<file path="config.mk">
export PLATFORM = sky130hd
export DESIGN_NAME = phase_sequencer
export DESIGN_NICKNAME = d
export VERILOG_FILES = /design/src/rtl/phase_sequencer.sv
export SDC_FILE = /design/constraint.sdc
export NUM_CORES = 1
export LEC_CHECK = 0
export BUFFER_PORTS_ARGS = -buffer_cell sky130_fd_sc_hd__buf_2
export CORE_MARGIN = 2
export CORE_UTILIZATION = 50
export CTS_CLUSTER_SIZE = 10
export DETAILED_ROUTE_END_ITERATION = 16
export GPL_TIMING_DRIVEN = 0
export PLACE_DENSITY = 0.76
export SYNTH_ARGS = -nofsm -noshare
export SYNTH_HDL_FRONTEND = slang
export SYNTH_SLANG_ARGS = --single-unit
</file>
<file path="constraint.sdc">
create_clock -name clock -period 1.77 [get_ports clock]
set_input_delay 0.531 -clock clock [delete_from_list [all_inputs] [get_ports clock]]
set_output_delay 0.531 -clock clock [all_outputs]
set_load 0.05 [all_outputs]
</file>
<file path="src/rtl/phase_sequencer.sv">
// rtl/phase_sequencer.sv - five-phase instruction sequencer with PC, memory handshakes and timeout fault
module phase_sequencer #(
    parameter logic [15:0] RESET_PC   = 16'h0000,
    parameter int          WAIT_LIMIT = 16
) (
    input  logic        clock,
    input  logic        reset_n,
    input  logic        run,
    input  logic        step,
    input  logic        memReady,
    input  logic        isMem,
    input  logic        isHalt,
    input  logic        isBranch,
    input  logic        branchCond,
    input  logic [15:0] execOut,
    input  logic        wbEnable,
    output logic [15:0] PC,
    output logic        fetchReq,
    output logic        irLoad,
    output logic        regRead,
    output logic        execValid,
    output logic        memReq,
    output logic        regWrite,
    output logic        flagWrite,
    output logic [2:0]  phase,
    output logic        halted,
    output logic        fault
);

    typedef enum logic [2:0] {
        S_HALTED = 3'd0,
        S_P1     = 3'd1,
        S_P2     = 3'd2,
        S_P3     = 3'd3,
        S_P4     = 3'd4,
        S_P5     = 3'd5,
        S_FAULT  = 3'd7
    } state_t;

    localparam logic [7:0] WAIT_LAST = 8'(WAIT_LIMIT - 1);

    state_t      state_q, state_d;
    logic [15:0] pc_q, pc_d;
    logic [15:0] target_q, target_d;
    logic [7:0]  wait_cnt_q, wait_cnt_d;
    logic        step_q, step_d;
    logic        mem_q, mem_d;
    logic        halt_q, halt_d;
    logic        branch_q, branch_d;
    logic        taken_q, taken_d;

    // Output flops hold the decode of the state the machine is in.
    logic fetch_req_q, fetch_req_d;
    logic reg_read_q, reg_read_d;
    logic exec_valid_q, exec_valid_d;
    logic mem_req_q, mem_req_d;
    logic wb_phase_q, wb_phase_d;
    logic halted_q, halted_d;
    logic fault_q, fault_d;

    // Next-state, latch and PC computation; outputs are decoded from the next state.
    always_comb begin
        state_d    = state_q;
        pc_d       = pc_q;
        target_d   = target_q;
        wait_cnt_d = wait_cnt_q;
        step_d     = step_q;
        mem_d      = mem_q;
        halt_d     = halt_q;
        branch_d   = branch_q;
        taken_d    = taken_q;

        case (state_q)
            S_HALTED: begin
                if (run) begin
                    state_d = S_P1;
                    step_d  = step;
                end
            end
            S_P1: begin
                if (memReady) begin
                    state_d = S_P2;
                end else if (wait_cnt_q == WAIT_LAST) begin
                    state_d = S_FAULT;
                end else begin
                    wait_cnt_d = wait_cnt_q + 8'd1;
                end
            end
            S_P2: begin
                mem_d    = isMem;
                halt_d   = isHalt;
                branch_d = isBranch;
                state_d  = S_P3;
            end
            S_P3: begin
                if (branch_q && branchCond) begin
                    target_d = execOut;
                    taken_d  = 1'b1;
                end
                state_d = S_P4;
            end
            S_P4: begin
                if (!mem_q || memReady) begin
                    state_d = S_P5;
                end else if (wait_cnt_q == WAIT_LAST) begin
                    state_d = S_FAULT;
                end else begin
                    wait_cnt_d = wait_cnt_q + 8'd1;
                end
            end
            S_P5: begin
                pc_d     = taken_q ? target_q : pc_q + 16'd1;
                state_d  = (halt_q || step_q) ? S_HALTED : S_P1;
                halt_d   = 1'b0;
                branch_d = 1'b0;
                taken_d  = 1'b0;
            end
            S_FAULT: begin
                state_d = S_FAULT;
            end
            default: begin
                state_d = S_FAULT;
            end
        endcase

        // Every phase starts with a fresh wait budget.
        if (state_d != state_q) begin
            wait_cnt_d = 8'd0;
        end

        fetch_req_d  = (state_d == S_P1);
        reg_read_d   = (state_d == S_P2);
        exec_valid_d = (state_d == S_P3);
        mem_req_d    = (state_d == S_P4) && mem_d;
        wb_phase_d   = (state_d == S_P5);
        halted_d     = (state_d == S_HALTED);
        fault_d      = (state_d == S_FAULT);
    end

    // State, latches and registered outputs; reset aborts any instruction in flight.
    always_ff @(posedge clock or negedge reset_n) begin
        if (!reset_n) begin
            state_q      <= S_HALTED;
            pc_q         <= RESET_PC;
            target_q     <= 16'h0000;
            wait_cnt_q   <= 8'd0;
            step_q       <= 1'b0;
            mem_q        <= 1'b0;
            halt_q       <= 1'b0;
            branch_q     <= 1'b0;
            taken_q      <= 1'b0;
            fetch_req_q  <= 1'b0;
            reg_read_q   <= 1'b0;
            exec_valid_q <= 1'b0;
            mem_req_q    <= 1'b0;
            wb_phase_q   <= 1'b0;
            halted_q     <= 1'b1;
            fault_q      <= 1'b0;
        end else begin
            state_q      <= state_d;
            pc_q         <= pc_d;
            target_q     <= target_d;
            wait_cnt_q   <= wait_cnt_d;
            step_q       <= step_d;
            mem_q        <= mem_d;
            halt_q       <= halt_d;
            branch_q     <= branch_d;
            taken_q      <= taken_d;
            fetch_req_q  <= fetch_req_d;
            reg_read_q   <= reg_read_d;
            exec_valid_q <= exec_valid_d;
            mem_req_q    <= mem_req_d;
            wb_phase_q   <= wb_phase_d;
            halted_q     <= halted_d;
            fault_q      <= fault_d;
        end
    end

    assign PC        = pc_q;
    assign phase     = state_q;
    assign fetchReq  = fetch_req_q;
    assign irLoad    = fetch_req_q & memReady;
    assign regRead   = reg_read_q;
    assign execValid = exec_valid_q;
    assign flagWrite = exec_valid_q;
    assign memReq    = mem_req_q;
    assign regWrite  = wb_phase_q & wbEnable;
    assign halted    = halted_q;
    assign fault     = fault_q;

endmodule

</file>
# Word-level counts from Yosys, hierarchy flattened
# Cells that the tools add are included.
[word_totals]
reg_bits = 55
word_cells = 67
output_inout_bits = 28
input_bits = 26
[classes]
n_addsub = 2
mux = 17
n_eq_ne = 16
reduce_logical = 14
bitwise_logic = 2
[op_table]
columns = ["cell", "count"]
rows = [
  ["8-bit 2-to-1 mux", 4],
  ["3-bit one-hot mux with 6 select lines", 1],
  ["16-bit by 1-bit adder with 16-bit output, second input constant", 1],
  ["16-bit 2-to-1 mux", 1],
  ["8-bit one-hot mux with 2 select lines", 1],
  ["3-bit == test, second input constant", 5],
  ["3-bit by 2-bit == test with 1-bit output, second input constant", 4],
  ["3-bit 2-to-1 mux", 4],
  ["8-bit by 1-bit adder with 8-bit output, second input constant", 1],
  ["8-bit by 4-bit == test with 1-bit output, second input constant", 1],
  ["3-bit by 1-bit == test with 1-bit output, second input constant", 2],
  ["3-bit zero test", 2],
  ["3-bit inequality test, second input constant", 2],
  ["1-bit one-hot mux with 2 select lines", 3],
  ["2-bit AND reduction", 3],
  ["2-bit nonzero test", 2],
  ["1-bit 2-to-1 mux", 3],
  ["3-bit inequality test", 1],
  ["3-bit AND reduction", 1],
  ["3-bit nonzero test", 1],
  ["1-bit AND", 2],
  ["1-bit logical AND", 2],
  ["1-bit logical OR", 2],
  ["2-bit inequality test, second input constant", 1],
  ["1-bit zero test", 1],
]

# Depth between registers and ports, before layout
# Gate-level depths: netlist of the first run.
[depth]
depth_word = 7
mapped_depth = 6
depth_no_buf = 5

# Worst setup path before layout of the first run
# Ideal clock, no wire load.
[synth_path]
path_kind = "register -> register"
start = "reg state_q[2] (netlist: phase[2])"
end = "reg wait_cnt_q[4]"
setup_time_ns = 0.104
stages_incl_launch_ff = 6
period_less_slack_ns = 2.120
required_ns = 1.666
n_path_buf = 1
slack_ns = -0.350
arrival_time_ns = 2.016
path_cell_list = "dfrtp_1 -> buf_6 -> nand3b_4 -> a2111o_1 -> or4_1 -> a221oi_1"
[synth_between]
elab_chain_len = 6
word_cells_on_any_way = 18
cone_classes = "eq/ne: 8; mux: 7; reduce/logical: 3"
[synth_lines]
columns = ["element", "line", "rtl"]
rows = [
  ["start, declared", "42", "state_t state_q, state_d;"],
  ["start signal, assigned", "160", "state_q <= state_d;"],
  ["3-bit 2-to-1 mux", "83, 105", ""],
  ["3-bit 2-to-1 mux, on equally long branches", "103, 81", ""],
  ["3-bit one-hot mux with 6 select lines", "73", "case (state_q)"],
  ["3-bit inequality test", "127", "if (state_d != state_q) begin"],
  ["3-bit inequality test (no source line) or 3-bit nonzero test (tied branches)", "-", ""],
  ["3-bit AND reduction (no source line)", "-", ""],
  ["end signal, assigned", "163", "wait_cnt_q <= wait_cnt_d;"],
  ["end, declared", "45", "logic [7:0] wait_cnt_q, wait_cnt_d;"],
]
# Parallel ways exist; a longest one is shown, timed or not.
# A chain may end at the register's enable or synchronous reset.

# Final worst setup path of the first run
[layout_path]
start = "reg state_q[0] (netlist: phase[0])"
end = "reg wait_cnt_q[4]"
# Same word-level chain as after synthesis.

==> flow_summary.json, run 1 <==
{
  "synth_cell_types": 57,
  "nets": 372,
  "slew_viol_final": 0,
  "via_per_inst": 5.88,
  "hold_path.class": "in -> reg",
  "dpl.hpwl_mm": 4.42,
  "fin_cells": 417,
  "die_w_um": 79.0,
  "r2r-end": "wait_cnt_q[4]$_DFFE_PN0P_",
  "synth_area_sq_um": 2810,
  "period_minus_slack_ps": 1890,
  "fin_ws_ps": -116,
  "fmax_mhz": 530,
  "slowest_delay_ps": 480,
  "diodes": 0,
  "worst_pin_slew_ps": 1190,
  "drt_iter0_drc": 173,
  "power_mw": 5.83,
  "pin_count": 54,
  "firstDrtPassIters": 4,
  "crit_fanout": 5,
  "yosysSeqAreaShare": 0.490,
  "synth_area_leaders": "dfrtp_1, mux2_2, o21ai_0",
  "grt_max_degree": 56,
  "totalWireLength_mm": 6.70,
  "routabilityCongestion": 0.843,
  "period_share": 1.07,
  "worstPathRequired_ps": 1980,
  "violations": "setup timing",
  "finClkSkew_ps": 11.7,
  "finalSetupViolCount": 8,
  "timing.final.hold_violations": 0,
  "grt_overflow_total": 0,
  "ir_drop_v": 0.00126,
  "slowest_stage": "a2111o_1",
  "cts_tree": "built",
  "cts_sinks": 55,
  "hold_start": "execOut[12]",
  "drive_above_1_share": 0.417,
  "ys_warn_count": 0,
  "start_util": 0.513,
  "cp.arrival_ps": 2100,
  "core_sq_um": 5470,
  "grt_pass1_wl_mm": 10.9,
  "holdWs_ps": 450,
  "crit_buf_inv": 1,
  "status": "complete, but fails checks",
  "rsz0062_at_grt": "yes",
  "maxCapViolCount": 0,
  "worst_setup_path_end_kind": "flop",
  "r2r_slack_ps": -120,
  "clk_latency_ps": 310,
  "rows": 27,
  "ys.flop_type": "dfrtp_1",
  "port_buffers": 52,
  "yosysTopAreaCell": "dfrtp_1",
  "die_area_sq_um": 6240,
  "grt_pass1_vias": 2296,
  "final_core_util": 0.659,
  "areaGrowthSynthToFinish_pct": 28.4,
  "grt_usage": 0.218,
  "dieHeight_um": 79.0,
  "crit_family": "compound AO/OA/AOI/OAI gates",
  "numCtsBuffers": 5,
  "relSlewSlack": 0.207,
  "power_density_nw_per_um2": 1620,
  "r2r-start": "phase[0]$_DFF_PN0_",
  "final_antenna_net_count": 0,
  "hold_depth": 2,
  "synth_edf_count": 0,
  "syn_area_per_cell_sq_um": 10.5,
  "dp_cells": 392,
  "vias": 2453,
  "drcViolationCount": 0,
  "ff2ff_path_depth": 5,
  "syn-instance-count": 268,
  "p_leak_nw": 1.58,
  "critical_path.startpoint_type": "flop",
  "synthTopCellsByCount": "dfrtp_1, mux2_2, o21ai_0",
  "cts_buffer_depth": 2,
  "synth_most_common_cell": "dfrtp_1",
  "ys_seq_elements": 55,
  "path_cells": "buf_6 -> nand2b_4 -> a2111o_1 -> or4_4 -> a221oi_2",
  "ctsHoldBuffers": 0,
  "wl_per_cell_um": 16.1,
  "hold_path_end": "target_q[12]$_DFFE_PN0P_",
  "cts.htree.levels": 2,
  "antenna_found_initial": 0,
  "cts-root-buf": "clkbuf_8",
  "async_reset_ff_frac": 1.00,
  "worstSetupPathType": "reg -> reg",
  "syn_nets": 296,
  "yosys.area.top_type_share": 0.481,
  "cts.reportedPaths.clkPinSlew_ps": 100
}
## repair_timing
item | in CTS | in global routing
endpoints found under the hold margin | 0 | 0
setup endpoints to repair | 41 | 16
gates resized for setup | 22 | 12
buffers inserted | 14 | 5
pin swaps | 11 | 7
## cells in the final DEF, fill, tap and decap left out, types with 9 or more instances in the layout
| cell type | netlist | layout |
|---|---|---|
| a21oi_1 | 11 | 11 |
| buf_2 | 3 | 53 |
| buf_4 | 1 | 18 |
| dfrtp_1 | 54 | 46 |
| mux2_2 | 19 | 19 |
| nand2_1 | 15 | 15 |
| nand3_1 | 12 | 12 |
| nor2_1 | 13 | 13 |
| nor3_1 | 10 | 9 |
| o21ai_0 | 18 | 16 |
## layer usage
metal  up-vias  track usage  routed length [um]
li1       1168            -                   -
met1      1210        0.282                3020
met2        65        0.373                3300
met3        10       0.0455                 282
met4         0       0.0603                  95
met5         -            0                   0
## worst reg2reg max path, delay by kind of cell, from the launching register on
family	cells	cell delay (ps)
simple gates	2	520
compound gates	2	700
buf+inv	1	130
flops	1	460
## cells by family (layout without fill, tap and decap cells)
| family | after synthesis | count (layout) | synth area share |
|---|---|---|---|
| and+or+nand+nor | 91 | 91 | 0.187 |
| AOI/OAI and AO/OA | 75 | 75 | 0.189 |
| DFF | 55 | 55 | 0.490 |
| muxes | 23 | 23 | 0.0904 |
| buffers and inverters | 22 | 99 | 0.0347 |
| adders and majority gates | 2 | 2 | 0.00890 |
## through the flow
stage / instance area, sq um / TNS, ps / setup slack [ps]
5_1_grt: 3610 / -991 / -172
3_3_place_gp: 3230 / -5680 / -389
2_1_floorplan: 2880 / -1320 / -131
3_5_place_dp: 3230 / -6680 / -453
4_1_cts: 3550 / -426 / -168
6_report: 3610 / -310 / -116
## worst max path at each step
stage	from	end	cells after the start
after global placement	wait_cnt_q[4]$_DFFE_PN0P_	wait_cnt_q[0]$_DFFE_PN0P_	4
after detailed placement	memReady	wait_cnt_q[0]$_DFFE_PN0P_	5
final	phase[0]$_DFF_PN0_	wait_cnt_q[4]$_DFFE_PN0P_	5
after floorplan	phase[2]$_DFF_PN0_	wait_cnt_q[4]$_DFFE_PN0P_	5
after global routing	wait_cnt_q[0]$_DFFE_PN0P_	wait_cnt_q[4]$_DFFE_PN0P_	5
after CTS	phase[0]$_DFF_PN0_	wait_cnt_q[4]$_DFFE_PN0P_	4
## layout make-up
class,count,area (sq um)
buffer,13,82.6
clock buffer,8,100
sequential,55,1390
timing repair buffer,71,419
inverter,7,26.3
multi-input combinational,191,1500
fill,429,1860
tap,72,90.1
## flip-flops by register name (all words and copies together) (netlist names), 3 cells and up
| signal | cells |
|---|---|
| wait_cnt_q | 8 |
| PC | 16 |
| phase | 3 |
| target_q | 16 |
## report_power, final
| part | internal (mW) | leakage (nW) | switching (mW) |
|---|---|---|---|
| logic | 1.09 | 0.817 | 1.84 |
| clock network | 0.358 | 0.0515 | 0.388 |
| registers | 1.74 | 0.708 | 0.412 |
(Power assumes the default switching activity.)
==> run 2: changes to the inputs <==
--- a/config.mk
+++ b/config.mk
@@ -5,7 +5,7 @@
 export SDC_FILE = /design/constraint.sdc
 export NUM_CORES = 1
 export LEC_CHECK = 0
-export BUFFER_PORTS_ARGS = -buffer_cell sky130_fd_sc_hd__buf_2
+export BUFFER_PORTS_ARGS = -buffer_cell sky130_fd_sc_hd__buf_4
 export CORE_MARGIN = 2
 export CORE_UTILIZATION = 50
 export CTS_CLUSTER_SIZE = 10
==> run 2 against run 1 <==
Effect of this change:
- the flow still finishes with violations (setup timing)
- register-to-register slack is essentially flat
- largest power group unchanged
- utilization grew 2.3 points
- sequential share of layout area shrank 1.3 points
- via count grew 3.5%
- die area is the same
- critical path type unchanged
- combinational power grew 8.5%
==> flow_summary.json, run 2 (synthesis gave the netlist of run 1 again) <==
{
  "relSlewSlack": 0.542,
  "wl_per_cell_um": 17.3,
  "violations": "setup timing",
  "path_cells": "nand3b_4 -> a2111oi_1 -> mux2_2 -> a211oi_1",
  "finalSetupViolCount": 10,
  "period_share": 1.07,
  "crit_buf_inv": 0,
  "via_per_inst": 6.12,
  "wl_met2_mm": 3.76,
  "drcViolationCount": 0,
  "worstSetupPathType": "reg -> reg",
  "fmax_mhz": 529,
  "grt_usage": 0.226,
  "antenna_found_initial": 0,
  "cts-root-buf": "clkbuf_8",
  "die_area_sq_um": 6240,
  "cts_buffer_depth": 2,
  "p_leak_nw": 1.59,
  "numCtsBuffers": 5,
  "fin_ws_ps": -120,
  "finalInstanceArea_sq_um": 3730,
  "ir_drop_v": 0.00118,
  "grt_pass1_vias": 2391,
  "dpl_cell_area_sq_um": 3360,
  "status": "complete, but fails checks",
  "layout_common_cells": "buf_4, dfrtp_1, mux2_2",
  "die_w_um": 79.0,
  "cts_tree": "built",
  "worst_pin_slew_ps": 687,
  "critical_path.startpoint_type": "flop",
  "cts.htree.levels": 2,
  "rows": 27,
  "start_util": 0.513,
  "vias": 2539,
  "areaGrowthSynthToFinish_pct": 32.8,
  "finClkSkew_ps": 12.1,
  "dpl.hpwl_mm": 4.70,
  "drt_iter0_drc": 189,
  "drt-met1-wl_mm": 2.91,
  "worstPathRequired_ps": 1980,
  "dieHeight_um": 79.0,
  "cp.arrival_ps": 2100,
  "totalWireLength_mm": 7.18,
  "grt_pass1_wl_mm": 11.2,
  "routabilityCongestion": 0.874,
  "power_density_nw_per_um2": 1620,
  "setup_tns_ps": -478,
  "timing.final.hold_violations": 0,
  "port_buffers": 52,
  "routed.top_layer": "met4",
  "mostFrequentLayoutCell": "buf_4",
  "slew_viol_final": 0,
  "nets": 370,
  "cts_sinks": 55,
  "cts.reportedPaths.clkPinSlew_ps": 100,
  "power_mw": 6.04,
  "grt_max_degree": 56,
  "final_antenna_net_count": 0,
  "clk_latency_ps": 310,
  "maxCapViolCount": 0,
  "hold_path.class": "in -> async",
  "pin_count": 54,
  "period_minus_slack_ps": 1890,
  "firstDrtPassIters": 4,
  "rsz0062_at_grt": "yes",
  "crit_fanout": 5,
  "grt_overflow_total": 0,
  "diodes": 0,
  "r2r-start": "phase[0]$_DFF_PN0_",
  "slowest_stage": "dfrtp_4",
  "crit_family": "compound AO/OA/AOI/OAI gates",
  "cp-startpoint": "phase[0]$_DFF_PN0_",
  "ctsHoldBuffers": 0,
  "slowest_delay_ps": 520,
  "drive_above_1_share": 0.417,
  "core_sq_um": 5470,
  "final_core_util": 0.682,
  "worst_setup_path_end_kind": "flop",
  "wl_met3_um": 365
}
==> run 2: worst paths after layout <==
check                                            endpoint  slack [ps]  cells past startpoint
worst min-delay path              target_q[2]$_DFFE_PN0P_         250                      1
min in group clock                   branch_q$_DFFE_PN0P_         440                      2
max in group asynchronous              phase[0]$_DFF_PN0_         990                      1
worst max register to register  wait_cnt_q[3]$_DFFE_PN0P_        -120                      4
worst min register to register       branch_q$_DFFE_PN0P_         510                      1
worst max-delay path            wait_cnt_q[3]$_DFFE_PN0P_        -120                      4
==> run 2: layout make-up <==
| cell class | count | area [sq um] |
|---|---|---|
| fillers | 423 | 1740 |
| multi-input cells | 191 | 1520 |
| flip-flops and latches | 55 | 1390 |
| repair buffers | 69 | 534 |
| well taps | 72 | 90.1 |
| plain buffers | 13 | 83.8 |
| clock buffers | 5 | 68.8 |
| inverters | 7 | 30.0 |
| clock inverters | 3 | 20.0 |
==> run 2: report_power, final <==
part | total (mW) | switching (mW) | internal, mW
registers | 2.16 | 0.423 | 1.74
clock network | 0.693 | 0.417 | 0.276
logic | 3.19 | 1.91 | 1.28
==> run 2: what timing repair did <==
action | 4_1_cts | 5_1_grt
gates resized for setup | 15 | 19
buffers inserted | 9 | 8
endpoints found under the setup margin | 40 | 15
pin swaps | 7 | 4
==> run 2: stage by stage <==
| step | instances | worst slack (ps) | hold slack [ps] |
|---|---|---|---|
| global placement | 392 | -394 | 483 |
| global route | 415 | -223 | 309 |
| finish | 415 | -120 | 249 |
| detailed placement | 392 | -432 | 485 |
| floorplan | 268 | -131 | 235 |
| CTS | 409 | -122 | 277 |
==> run 2: worst register-to-register path: cells and delay by family, from the launching register on <==
kind	cells	cell delay [ps]
flip-flops	1	520
AO/OA/AOI/OAI	2	710
multiplexers	1	390
AND/OR/NAND/NOR	1	190
==> run 2: per-layer routing <==
metal,vias up,GRT usage
met1,1251,0.281
met5,-,0
met4,0,0.0690
li1,1173,-
met3,17,0.0409
met2,98,0.399
==> run 3: changes to the inputs <==
--- a/config.mk
+++ b/config.mk
@@ -7,11 +7,12 @@
 export LEC_CHECK = 0
 export BUFFER_PORTS_ARGS = -buffer_cell sky130_fd_sc_hd__buf_4
 export CORE_MARGIN = 2
-export CORE_UTILIZATION = 50
+export CORE_UTILIZATION = 52
+export CTS_BUF_LIST = sky130_fd_sc_hd__clkbuf_4
 export CTS_CLUSTER_SIZE = 10
 export DETAILED_ROUTE_END_ITERATION = 16
 export GPL_TIMING_DRIVEN = 0
-export PLACE_DENSITY = 0.76
+export PLACE_DENSITY = 0.79
 export SYNTH_ARGS = -nofsm -noshare
 export SYNTH_HDL_FRONTEND = slang
 export SYNTH_SLANG_ARGS = --single-unit
==> run 3 against run 2 <==
Effect of this change:
- the run still ends with setup timing left
- cell area fell by 1.9%
- fmax rose by 0.69%
- die area fell by 3.7%
- utilization rose by 2.6 points
- critical path depth rose by 1
- sequential cell count did not move
- final cell count did not move
- first-iteration DRC count did not move
- sequential share of layout area rose by 0.77 points
- non-clock buffer count rose by 2
- sequential power barely moved
- largest power group unchanged
==> flow_summary.json, run 3 (synthesis gave the netlist of run 1 again) <==
{
  "status": "complete, but fails checks",
  "violations": "setup timing",
  "routabilityCongestion": 0.871,
  "antenna_found_initial": 0,
  "clk_latency_ps": 380,
  "rows": 26,
  "maxCapViolCount": 0,
  "cts.htree.levels": 2,
  "grt_pass1_wl_mm": 11.1,
  "layout_common_cells": "buf_4, dfrtp_1, mux2_2",
  "dpl.hpwl_mm": 4.50,
  "wl_met3_um": 357,
  "cp.arrival_ps": 2170,
  "cts_sinks": 55,
  "cts_buffer_depth": 2,
  "drt-met1-wl_mm": 2.99,
  "ff2ff_path_depth": 5,
  "crit_fanout": 7,
  "internal-power_mw": 3.12,
  "drcViolationCount": 0,
  "grt_max_degree": 56,
  "rsz0062_at_grt": "yes",
  "numCtsBuffers": 5,
  "slew_viol_final": 0,
  "port_buffers": 52,
  "critical_path.startpoint_type": "flop",
  "core_sq_um": 5170,
  "grt_overflow_total": 0,
  "areaGrowthSynthToFinish_pct": 30.2,
  "p_leak_nw": 1.57,
  "worstPathRequired_ps": 2070,
  "nets": 372,
  "totalWireLength_mm": 7.10,
  "start_util": 0.543,
  "mostFrequentLayoutCell": "buf_4",
  "power_frac_clock": 0.094,
  "worst_setup_path_end_kind": "flop",
  "drive_above_1_share": 0.412,
  "die_area_sq_um": 6010,
  "power.share.combinational": 0.534,
  "pin_count": 54,
  "r2r-start": "phase[0]$_DFF_PN0_",
  "period_minus_slack_ps": 1880,
  "cp-startpoint": "phase[0]$_DFF_PN0_",
  "die_w_um": 77.5,
  "via_per_inst": 6.23,
  "power_mw": 5.81,
  "finClkSkew_ps": 7.22,
  "worst_pin_slew_ps": 681,
  "vias": 2587,
  "routed.top_layer": "met4",
  "fin_ws_ps": -107,
  "period_share": 1.06,
  "p_sw_mw": 2.68,
  "diodes": 0,
  "power_frac_seq": 0.372,
  "holdWs_ps": 176,
  "hold_path.class": "in -> async",
  "cts_tree": "built",
  "fmax_mhz": 533,
  "firstDrtPassIters": 5,
  "grt_pass1_vias": 2376,
  "relSlewSlack": 0.546,
  "drt_iter0_drc": 189,
  "timing.final.hold_violations": 0,
  "worstSetupPathType": "reg -> reg",
  "final_antenna_net_count": 0,
  "grt_usage": 0.230,
  "p_sw_frac": 0.462,
  "wl_met2_mm": 3.66,
  "ctsHoldBuffers": 0,
  "wl_per_cell_um": 17.1,
  "cts.reportedPaths.clkPinSlew_ps": 160,
  "finalSetupViolCount": 9,
  "power_density_nw_per_um2": 1590,
  "ir_drop_v": 0.00136,
  "cts-root-buf": "clkbuf_4",
  "dieHeight_um": 77.5
}
==> run 3: area by class of cell <==
| cell class | count | area, sq um |
|---|---|---|
| fillers | 391 | 1510 |
| multi-input cells | 191 | 1480 |
| flip-flops and latches | 55 | 1390 |
| repair buffers | 70 | 538 |
| plain buffers | 14 | 87.6 |
| well taps | 70 | 87.6 |
| clock buffers | 5 | 37.5 |
| inverters | 7 | 26.3 |
| clock inverters | 3 | 15.0 |
==> run 3: worst max-delay path, stage by stage, from the launching register on <==
cell	delay, ps
dfrtp_4	490
buf_4	140
nand2b_4	80
a2111o_1	450
or4_1	420
a221oi_2	210
==> run 3: path summary, 6_finish.rpt <==
path / to / slack (ps)
max in group asynchronous: phase[0]$_DFF_PN0_ / 1100
worst max register to register: wait_cnt_q[4]$_DFFE_PN0P_ / -110
worst min register to register: target_q[4]$_DFFE_PN0P_ / 530
worst min-delay path: target_q[0]$_DFFE_PN0P_ / 180
worst max-delay path: wait_cnt_q[4]$_DFFE_PN0P_ / -110
min in group clock: branch_q$_DFFE_PN0P_ / 370
==> run 3: power by group through the flow <==
stage	Combinational (mW)	Clock [mW]	Sequential (mW)
floorplan	1.30	0	2.79
global placement	2.67	0	2.15
detailed placement	2.73	0	2.16
CTS	2.91	0.549	2.15
global route	3.30	0.587	2.23
finish	3.10	0.544	2.16
==> run 3: metrics by stage <==
step           instances   util  TNS (ps)  area, sq um  worst slack (ps)
2_1_floorplan        268      -     -1320         2880              -131
3_3_place_gp         390  0.648     -5680         3350              -408
3_5_place_dp         390  0.648     -6800         3350              -457
4_1_cts              406  0.684      -658         3540              -140
5_1_grt              415  0.708     -1600         3660              -223
6_report             415  0.708      -650         3660              -107
==> run 3: what timing repair did <==
item | CTS | global route
pin swaps | 4 | 6
setup buffers | 9 | 9
setup endpoints to repair | 39 | 16
gates resized for setup | 12 | 16
==> run 3: routing by layer <==
metal | vias up | global-route usage
met5 | - | 0
met4 | 0 | 0.0714
met3 | 12 | 0.0395
met2 | 110 | 0.389
met1 | 1281 | 0.303
li1 | 1184 | -
